`config.mk`:
```
export PLATFORM = sky130hd
export DESIGN_NAME = rec_id_capture
export DESIGN_NICKNAME = d
export VERILOG_FILES = /design/src/rtl/rec_id_pkg.sv /design/src/rtl/rec_id_shift.sv /design/src/rtl/rec_id_capture.sv
export SDC_FILE = /design/constraint.sdc
export NUM_CORES = 1
export LEC_CHECK = 0
export ABC_AREA = 1
export CORE_ASPECT_RATIO = 0.8
export CORE_UTILIZATION = 54
export CTS_CLUSTER_SIZE = 24
export DETAILED_ROUTE_END_ITERATION = 16
export PLACE_DENSITY = 0.75
export SLEW_MARGIN = 20
export SYNTH_ARGS = -nofsm -noshare
export SYNTH_HDL_FRONTEND = slang
export SYNTH_SLANG_ARGS = --single-unit
```
`constraint.sdc`:
```
create_clock -name clk -period 1.9 [get_ports clk]
set_clock_uncertainty 0.2 [all_clocks]
set_input_delay 0.475 -clock clk [delete_from_list [all_inputs] [get_ports clk]]
set_output_delay 0.475 -clock clk [all_outputs]
set_load 0.01 [all_outputs]
```
`src/rtl/rec_id_pkg.sv`:
```
// Receive identifier capture: shared widths, counter size and FSM state encoding.
package rec_id_pkg;

   localparam int unsigned DEF_BASEW = 11;   // base identifier bits after SOF
   localparam int unsigned DEF_EXTW  = 18;   // extended identifier bits after IDE=1
   localparam int unsigned DEF_REGW  = 16;   // width of each arbitration output word
   localparam int unsigned CNTW      = 5;    // bit counter width, covers the longest field

   // Arbitration-field walk plus the post-frame hold and register-write cycles.
   typedef enum logic [2:0] {
      ST_IDLE   = 3'd0,
      ST_BASE   = 3'd1,
      ST_SRRRTR = 3'd2,
      ST_IDE    = 3'd3,
      ST_EXT    = 3'd4,
      ST_RTR2   = 3'd5,
      ST_HOLD   = 3'd6,
      ST_WRITE  = 3'd7
   } state_t;

endpackage

```
`src/rtl/rec_id_shift.sv`:
```
// Generic W-bit MSB-first shift register with synchronous clear.
// Ports:
//   clk      in  1  system clock
//   rst      in  1  synchronous reset, active-low
//   i_clr    in  1  clear contents (wins over shift)
//   i_shift  in  1  shift i_bit in at the LSB end
//   i_bit    in  1  serial input bit
//   o_q      out W  register contents, first bit shifted in ends up at the MSB
module rec_id_shift #(
   parameter int unsigned W = 11
) (
   input  logic         clk,
   input  logic         rst,
   input  logic         i_clr,
   input  logic         i_shift,
   input  logic         i_bit,
   output logic [W-1:0] o_q
);

   logic [W-1:0] r_q;

   always_ff @(posedge clk) begin
      if (!rst) begin
         r_q <= '0;
      end else if (i_clr) begin
         r_q <= '0;
      end else if (i_shift) begin
         r_q <= {r_q[W-2:0], i_bit};
      end
   end

   assign o_q = r_q;

endmodule

```
`src/rtl/rec_id_capture.sv`:
```
// Receive-side identifier capture. Assembles base/ext ID, IDE and RTR from the
// destuffed arbitration-field bit stream, flags a complete ID, and in promiscuous
// mode loads the two arbitration words and pulses their write strobes after a good frame.
// Ports:
//   clk       in  1   system clock
//   rst       in  1   synchronous reset, active-low
//   sof       in  1   start-of-frame pulse (hard sync)
//   smpl      in  1   rxbit holds a valid destuffed bit
//   rxbit     in  1   received bit, 1 = recessive
//   prom      in  1   promiscuous mode, sampled with rec_ok
//   rec_ok    in  1   frame received without error
//   rec_err   in  1   error frame / abort
//   recid2_o  out 16  {base_id, ext_id[17:13]}
//   recid1_o  out 16  {ext_id[12:0], ide, rtr, 1'b0}
//   can2_o    out 1   write strobe, arbitration register 2
//   can1_o    out 1   write strobe, arbitration register 1
//   id_valid  out 1   pulse, complete ID captured
//   busy      out 1   high while not idle
module rec_id_capture
   import rec_id_pkg::*;
#(
   parameter int unsigned BASEW = DEF_BASEW,
   parameter int unsigned EXTW  = DEF_EXTW,
   parameter int unsigned REGW  = DEF_REGW
) (
   input  logic            clk,
   input  logic            rst,
   input  logic            sof,
   input  logic            smpl,
   input  logic            rxbit,
   input  logic            prom,
   input  logic            rec_ok,
   input  logic            rec_err,
   output logic [REGW-1:0] recid2_o,
   output logic [REGW-1:0] recid1_o,
   output logic            can2_o,
   output logic            can1_o,
   output logic            id_valid,
   output logic            busy
);

   // Both words together hold base, ext, ide, rtr and one reserved zero bit.
   localparam int unsigned WORDW = BASEW + EXTW + 3;

   state_t            r_state, w_state_nxt;
   logic [CNTW-1:0]   r_cnt, w_cnt_nxt;
   logic              r_ide, w_ide_nxt;
   logic              r_rtr, w_rtr_nxt;
   logic              r_rtr_tmp, w_rtr_tmp_nxt;
   logic              w_clr_all, w_ext_clr;
   logic              w_base_shift, w_ext_shift;
   logic              w_id_valid_nxt, w_load;
   logic [BASEW-1:0]  w_base_id;
   logic [EXTW-1:0]   w_ext_id;
   logic [WORDW-1:0]  w_word;
   logic [REGW-1:0]   r_recid2, r_recid1;
   logic              r_can, r_id_valid, r_busy;

   // Field shift registers
   rec_id_shift #(.W(BASEW)) u_base (
      .clk     (clk),
      .rst     (rst),
      .i_clr   (w_clr_all),
      .i_shift (w_base_shift),
      .i_bit   (rxbit),
      .o_q     (w_base_id)
   );

   rec_id_shift #(.W(EXTW)) u_ext (
      .clk     (clk),
      .rst     (rst),
      .i_clr   (w_clr_all | w_ext_clr),
      .i_shift (w_ext_shift),
      .i_bit   (rxbit),
      .o_q     (w_ext_id)
   );

   // State, counter and flag registers
   always_ff @(posedge clk) begin
      if (!rst) begin
         r_state   <= ST_IDLE;
         r_cnt     <= '0;
         r_ide     <= 1'b0;
         r_rtr     <= 1'b0;
         r_rtr_tmp <= 1'b0;
      end else begin
         r_state   <= w_state_nxt;
         r_cnt     <= w_cnt_nxt;
         r_ide     <= w_ide_nxt;
         r_rtr     <= w_rtr_nxt;
         r_rtr_tmp <= w_rtr_tmp_nxt;
      end
   end

   // Next-state and control decode; rec_err > sof > rec_ok > smpl
   always_comb begin
      w_state_nxt    = r_state;
      w_cnt_nxt      = r_cnt;
      w_ide_nxt      = r_ide;
      w_rtr_nxt      = r_rtr;
      w_rtr_tmp_nxt  = r_rtr_tmp;
      w_clr_all      = 1'b0;
      w_ext_clr      = 1'b0;
      w_base_shift   = 1'b0;
      w_ext_shift    = 1'b0;
      w_id_valid_nxt = 1'b0;
      w_load         = 1'b0;

      if (rec_err) begin
         w_state_nxt = ST_IDLE;
      end else if (sof && (r_state != ST_WRITE)) begin
         // Hard sync: any partial ID is dropped
         w_state_nxt   = ST_BASE;
         w_cnt_nxt     = '0;
         w_clr_all     = 1'b1;
         w_ide_nxt     = 1'b0;
         w_rtr_nxt     = 1'b0;
         w_rtr_tmp_nxt = 1'b0;
      end else begin
         case (r_state)
            ST_IDLE: ;
            ST_BASE: begin
               if (smpl) begin
                  w_base_shift = 1'b1;
                  w_cnt_nxt    = r_cnt + CNTW'(1);
                  if (r_cnt == CNTW'(BASEW - 1)) w_state_nxt = ST_SRRRTR;
               end
            end
            ST_SRRRTR: begin
               // RTR for a standard frame, SRR for an extended one
               if (smpl) begin
                  w_rtr_tmp_nxt = rxbit;
                  w_state_nxt   = ST_IDE;
               end
            end
            ST_IDE: begin
               if (smpl) begin
                  w_ide_nxt = rxbit;
                  if (!rxbit) begin
                     w_rtr_nxt      = r_rtr_tmp;
                     w_ext_clr      = 1'b1;
                     w_id_valid_nxt = 1'b1;
                     w_state_nxt    = ST_HOLD;
                  end else begin
                     w_cnt_nxt   = '0;
                     w_state_nxt = ST_EXT;
                  end
               end
            end
            ST_EXT: begin
               if (smpl) begin
                  w_ext_shift = 1'b1;
                  w_cnt_nxt   = r_cnt + CNTW'(1);
                  if (r_cnt == CNTW'(EXTW - 1)) w_state_nxt = ST_RTR2;
               end
            end
            ST_RTR2: begin
               if (smpl) begin
                  w_rtr_nxt      = rxbit;
                  w_id_valid_nxt = 1'b1;
                  w_state_nxt    = ST_HOLD;
               end
            end
            ST_HOLD: begin
               if (rec_ok) begin
                  if (prom) begin
                     w_load      = 1'b1;
                     w_state_nxt = ST_WRITE;
                  end else begin
                     w_state_nxt = ST_IDLE;
                  end
               end
            end
            ST_WRITE: w_state_nxt = ST_IDLE;
            default:  w_state_nxt = ST_IDLE;
         endcase
      end
   end

   assign w_word = {w_base_id, w_ext_id, r_ide, r_rtr, 1'b0};

   // Output words, strobes and status
   always_ff @(posedge clk) begin
      if (!rst) begin
         r_recid2   <= '0;
         r_recid1   <= '0;
         r_can      <= 1'b0;
         r_id_valid <= 1'b0;
         r_busy     <= 1'b0;
      end else begin
         if (w_load) begin
            r_recid2 <= w_word[WORDW-1 -: REGW];
            r_recid1 <= w_word[REGW-1:0];
         end
         r_can      <= (w_state_nxt == ST_WRITE);
         r_id_valid <= w_id_valid_nxt;
         r_busy     <= (w_state_nxt != ST_IDLE);
      end
   end

   assign recid2_o = r_recid2;
   assign recid1_o = r_recid1;
   assign can2_o   = r_can;
   assign can1_o   = r_can;
   assign id_valid = r_id_valid;
   assign busy     = r_busy;

endmodule

```
==> flow_metrics.py, run 1 <==
metrics = {
    "power": {
        "ir_drop_mv": 0.4917,
        "pwr_density_cell_nw_per_um2": 762.4,
        "power.leakage_nw": 1.935,
        "power.total_mw": 3.067,
    },
    "detailed_routing": {
        "first_pass_iters": 4,
        "ant_nets": 0,
        "drtIter0Drc": 191,
        "drc_errors": 0,
        "vias": 2983,
        "vias_per_cell": 5.152,
        "wl_um": 7413,
        "wl_per_cell_um": 12.80,
    },
    "logic_synthesis": {
        "syn-cell-area_um2": 3109,
        "ys_top_cells_by_area": "dfxtp_1 (48%), nand2_1 (11%), nor2_1 (8.5%)",
        "ys_ff_latch": 74,
        "postSynthNetCount": 440,
        "synth_top_area_share": 0.4765,
        "synth_top_area_cell": "dfxtp_1",
        "synth.distinct_cells": 27,
        "synth_cells": 429,
        "avgSynthCellArea_um2": 7.248,
        "yosys_warnings": 0,
        "synth.yosys.seq_area_share": 0.4765,
    },
    "setup_path": {
        "path_cells": "clkdlybuf4s50_1",
        "crit_slowest_cell": "clkdlybuf4s50_1",
        "cp.arrival_ns": 1.17,
        "path_delay_family": "buffers and inverters",
        "slowest_delay_ns": 0.52,
        "crit_path_end_kind": "output port",
        "path_class": "register to output port",
        "critPathLaunchType": "register",
        "crit_fanout": 1,
        "critical_path_buf_inv_count": 1,
        "cp_data_required_time_ns": 1.22,
    },
    "timing": {
        "period_share": 0.9725,
        "fin_crit_ns": 1.848,
        "fmax_mhz": 541.2,
        "timing.final.max_slew_violations": 0,
        "rsz0062_at_grt": "true",
        "setup_violations": 0,
        "hold_viol_final": 0,
    },
    "clock_tree": {
        "htree_levels": 3,
        "cts_tree": "built",
        "worstSkewPairLatency_ns": 0.35,
        "ctsHoldBuffers": 0,
        "cts.path.max_buffers": 2,
        "clock-sinks": 74,
        "clk_pin_slew_worst_paths_ns": 0.07,
        "cts_inserted_buffers": 9,
        "cts-root-buf": "clkbuf_8",
    },
    "placed_design": {
        "place.gp.congestion": 0.9068,
        "dpl.cell_count": 563,
        "portBuffers": 42,
        "dp_hpwl_um": 5341,
    },
    "global_route": {
        "grt_first_pass_wirelength_um": 12300,
        "grt_max_degree": 32,
        "antenna_found_initial": 0,
        "first_global_vias": 2692,
        "grt_use_total": 0.2628,
        "overflow": 0,
    },
    "cells_and_area": {
        "antenna_cells": 0,
        "mostFrequentLayoutCell": "nand2_1",
        "postLayoutCoreUtil": 0.7320,
        "fin_nets": 507,
        "fillers": 486,
        "fin_cells": 579,
        "areaGrowthSynthToFinish_pct": 29.38,
        "layout_common_cells": "nand2_1 (87), dfxtp_1 (71), nor2_1 (69)",
        "layout-drive-gt1-share": 0.1317,
    },
    "floorplanning": {
        "dieHeight_um": 69.87,
        "core-area_um2": 5495,
        "ios": 44,
        "dieArea_um2": 6067,
        "fp.dieW_um": 86.84,
        "initial_core_util": 0.5658,
        "rows": 24,
    },
    "run_status": {
        "outcome": "finished clean",
    },
    "run": {
        "maxCapViolations": 0,
    },
    "hold_path": {
        "hold_path.class": "register to register",
    },
}
## power by group
part,switching (mW),internal [mW]
logic,0.108,0.0834
registers,0.00987,1.56
clock network,0.568,0.738
total,0.686,2.38
## synthesized netlist by cell type
cell	instances
a211oi_1	3
a21boi_0	1
a21oi_1	48
a31oi_1	1
buf_1	1
buf_2	5
buf_4	8
buf_6	2
clkbuf_1	6
clkbuf_2	1
conb_1	1
dfxtp_1	74
ha_1	3
inv_1	36
inv_2	1
inv_4	2
nand2_1	88
nand3_1	25
nand4_1	4
nor2_1	70
nor2_2	1
nor2_4	1
nor3_2	1
nor3_4	1
o21ai_0	43
o21ai_2	1
xor2_1	1
## per-layer routing
| metal | vias up | share of wire | track usage | wire length [um] |
|---|---|---|---|---|
| met1 | 1369 | 0.48 | 0.3537 | 3549 |
| met4 | 0 | 0.016 | 0.09074 | 117 |
| met2 | 89 | 0.45 | 0.3998 | 3308 |
| li1 | 1510 | - | - | - |
| met5 | - | 0 | 0 | 0 |
| met3 | 15 | 0.059 | 0.07920 | 438 |
## sequential cells by signal, indices dropped and copies added, names as in the netlist
signal      count
r_rtr_tmp       1
can1_o          1
r_ide           1
r_state         3
recid1_o       15
u_ext.o_q      18
busy            1
r_cnt           5
recid2_o       16
r_rtr           1
id_valid        1
u_base.o_q     11
## repair_timing
item	CTS	global route
setup buffers	0	0
endpoints found under the setup margin	25	53
gates resized for setup	25	19
## path summary, 6_finish.rpt
check / depth (start not counted) / slack, ns / end / start
min reg2reg: 2 / 0.26 / u_ext.o_q[17]$_SDFFE_PP0P_ / u_ext.o_q[17]$_SDFFE_PP0P_
max: 1 / 0.05 / busy / busy$_SDFF_PN0_
min: 2 / 0.26 / u_ext.o_q[17]$_SDFFE_PP0P_ / u_ext.o_q[17]$_SDFFE_PP0P_
max reg2reg: 8 / 0.17 / u_ext.o_q[5]$_SDFFE_PP0P_ / r_state[0]$_SDFF_PN0_
## cells by family (layout without fill, tap and decap cells)
logic type / after synthesis / count (layout) / share of synthesized area
flip-flops: 74 / 74 / 0.4765
adder cells (fa/ha/maj): 3 / 3 / 0.01207
buffers and inverters: 62 / 134 / 0.09335
XOR/XNOR: 1 / 1 / 0.002817
AND/OR/NAND/NOR: 191 / 191 / 0.2531
AO/OA/AOI/OAI: 97 / 97 / 0.1610
other: 1 / 1 / 0.001206
## worst register-to-register path: stages (launching register included)
cell and delay (ns):
dfxtp_2 0.41, nand3_1 0.10, nand2_1 0.09, buf_4 0.15, inv_4 0.05, nor3_4 0.22
buf_4 0.21, nand2_1 0.06, a21oi_1 0.17
## cell type report
type,instances,area [um^2],share of cell area
Sequential cell,74,1485,0.3692
Multi-Input combinational cell,293,1348,0.3350
Timing Repair Buffer,79,730.7,0.1816
Inverter,39,151.4,0.03764
Clock buffer,11,131.4,0.03266
Tap cell,78,97.59,0.02426
Clock inverter,5,78.83,0.01960
## per-stage QoR
stage	area (um^2)	worst slack, ns	setup TNS (ns)	hold slack (ns)
finish	4023	0.05222	0	0.2648
CTS	3983	0.002199	0	0.2616
global placement	3804	-0.3103	-15.56	0.2487
global route	4023	0.002878	0	0.2847
detailed placement	3804	-0.3183	-16.12	0.2509
floorplan	3109	0.08393	0	0.2378
Power figures use the tool's default switching activity.
==> run 2, diff against run 1 <==
- CORE_MARGIN: not set -> 3
==> flow_metrics.py, run 2 (synthesized netlist as in run 1, its figures left out) <==
metrics = {
    "setup_path": {
        "path_class": "register to output port",
        "cp_data_required_time_ns": 1.22,
        "slowest_delay_ns": 0.52,
        "crit_slowest_cell": "clkdlybuf4s50_1",
        "crit_fanout": 1,
        "critical_path_buf_inv_count": 1,
        "path_cells": "clkdlybuf4s50_1",
        "path_delay_family": "buffers and inverters",
        "cp.arrival_ns": 1.18,
        "crit_path_end_kind": "output port",
        "critPathLaunchType": "register",
    },
    "global_route": {
        "overflow": 0,
        "antenna_found_initial": 0,
        "grt_max_degree": 32,
        "grt_first_pass_wirelength_um": 12170,
        "first_global_vias": 2638,
        "grt_use_total": 0.2309,
    },
    "timing": {
        "setup_tns_ns": 0,
        "fin_crit_ns": 1.855,
        "period_share": 0.9761,
        "fmax_mhz": 539.2,
        "hold_viol_final": 0,
        "timing.final.max_slew_violations": 0,
        "fin_ws_ns": 0.04545,
        "hold-worst-slack_ns": 0.2627,
        "rsz0062_at_grt": "false",
        "setup_violations": 0,
    },
    "placed_design": {
        "dp_hpwl_um": 5328,
        "portBuffers": 42,
        "place.gp.congestion": 0.9266,
        "pre_cts_ws_ns": -0.2994,
    },
    "clock_tree": {
        "cts_tree": "built",
        "worstSkewPairLatency_ns": 0.35,
        "cts_post_setup_buffers_inserted": 0,
        "cts_inserted_buffers": 9,
        "cts-root-buf": "clkbuf_8",
        "clock-sinks": 74,
        "cts.path.max_buffers": 2,
        "htree_levels": 3,
        "clk_pin_slew_worst_paths_ns": 0.07,
    },
    "cells_and_area": {
        "fin_nets": 510,
        "antenna_cells": 0,
        "areaGrowthSynthToFinish_pct": 28.81,
        "layout_common_cells": "nand2_1 (87), dfxtp_1 (72), nor2_1 (68)",
        "layout-drive-gt1-share": 0.1369,
        "mostFrequentLayoutCell": "nand2_1",
        "postLayoutCoreUtil": 0.7288,
        "largest_reg_flops": 18,
    },
    "detailed_routing": {
        "wl_um": 7346,
        "ant_nets": 0,
        "drtIter0Drc": 184,
        "vias": 2929,
        "drc_errors": 0,
        "wl_per_cell_um": 12.62,
        "vias_per_cell": 5.033,
        "first_pass_iters": 5,
    },
    "power": {
        "p_int_mw": 2.284,
        "ir_drop_mv": 0.5810,
        "switchingPower_mw": 0.6773,
        "combPwrFrac": 0.064,
        "clkPwrFrac": 0.406,
        "p_seq_frac": 0.530,
        "power.leakage_nw": 1.854,
        "netSwitchingFraction": 0.2287,
        "pwr_density_cell_nw_per_um2": 739.5,
    },
    "run": {
        "maxCapViolations": 0,
    },
    "floorplanning": {
        "rows": 24,
        "dieHeight_um": 73.87,
        "dieArea_um2": 6710,
        "fp.dieW_um": 90.84,
        "core-area_um2": 5495,
        "initial_core_util": 0.5658,
        "ios": 44,
    },
    "run_status": {
        "outcome": "finished clean",
    },
    "hold_path": {
        "hold_path.class": "register to register",
    },
}
[run 2: changes by cell type in the layout (fill, tap and decap cells not counted), moves of 2 or more]
cell	delta
buf_4	+3
dlygate4sd2_1	+6
dlymetal6s2s_1	-6
o21ai_0	-2
o21ai_1	+2
[run 2: power groups by stage]
stage | combinational (mW) | clock, mW | sequential (mW)
floorplan | 0.106 | 0 | 1.60
global placement | 0.183 | 0 | 1.60
finish | 0.191 | 1.20 | 1.57
CTS | 0.187 | 1.23 | 1.57
detailed placement | 0.187 | 0 | 1.60
global route | 0.211 | 1.29 | 1.57
[run 2: what timing repair did]
action	CTS	global route
gates resized for setup	31	16
pin swaps	0	1
setup endpoints to repair	32	59
hold buffers	0	0
[run 2: stage by stage]
| step | power [mW] | cell area (um^2) | cells |
|---|---|---|---|
| global placement | 1.787 | 3814 | 566 |
| CTS | 2.988 | 3971 | 582 |
| finish | 2.962 | 4005 | 582 |
| global route | 3.066 | 4005 | 582 |
| floorplan | 1.707 | 3109 | 429 |
| detailed placement | 1.791 | 3814 | 566 |
[run 2: area by class of cell]
type	instances	area, um^2
Timing Repair Buffer	82	721.9
Clock inverter	4	51.30
Inverter	39	151.4
Clock buffer	12	145.1
Fill cell	467	1490
Tap cell	78	97.59
Multi-Input combinational cell	293	1354
Sequential cell	74	1484
[run 2: path summary, 6_finish.rpt]
kind	depth (start not counted)	startpoint	slack, ns	endpoint
max	1	id_valid$_SDFF_PP0_	0.05	id_valid
min	2	u_ext.o_q[17]$_SDFFE_PP0P_	0.26	u_ext.o_q[17]$_SDFFE_PP0P_
max reg2reg	8	r_state[0]$_SDFF_PN0_	0.13	u_ext.o_q[13]$_SDFFE_PP0P_
min reg2reg	2	u_ext.o_q[17]$_SDFFE_PP0P_	0.26	u_ext.o_q[17]$_SDFFE_PP0P_
[run 2: per-layer routing]
| metal | global-route usage | up-vias | part of all wire |
|---|---|---|---|
| met3 | 0.06346 | 8 | 0.052 |
| li1 | - | 1509 | - |
| met5 | 0 | - | 0 |
| met4 | 0.08696 | 0 | 0.014 |
| met1 | 0.3073 | 1331 | 0.48 |
| met2 | 0.3624 | 81 | 0.46 |
==> run 3, diff against run 2 <==
- CORE_MARGIN: 3 -> not set
==> results of run 3 <==
Final layout, timing and power as in run 1 (identical DEF).
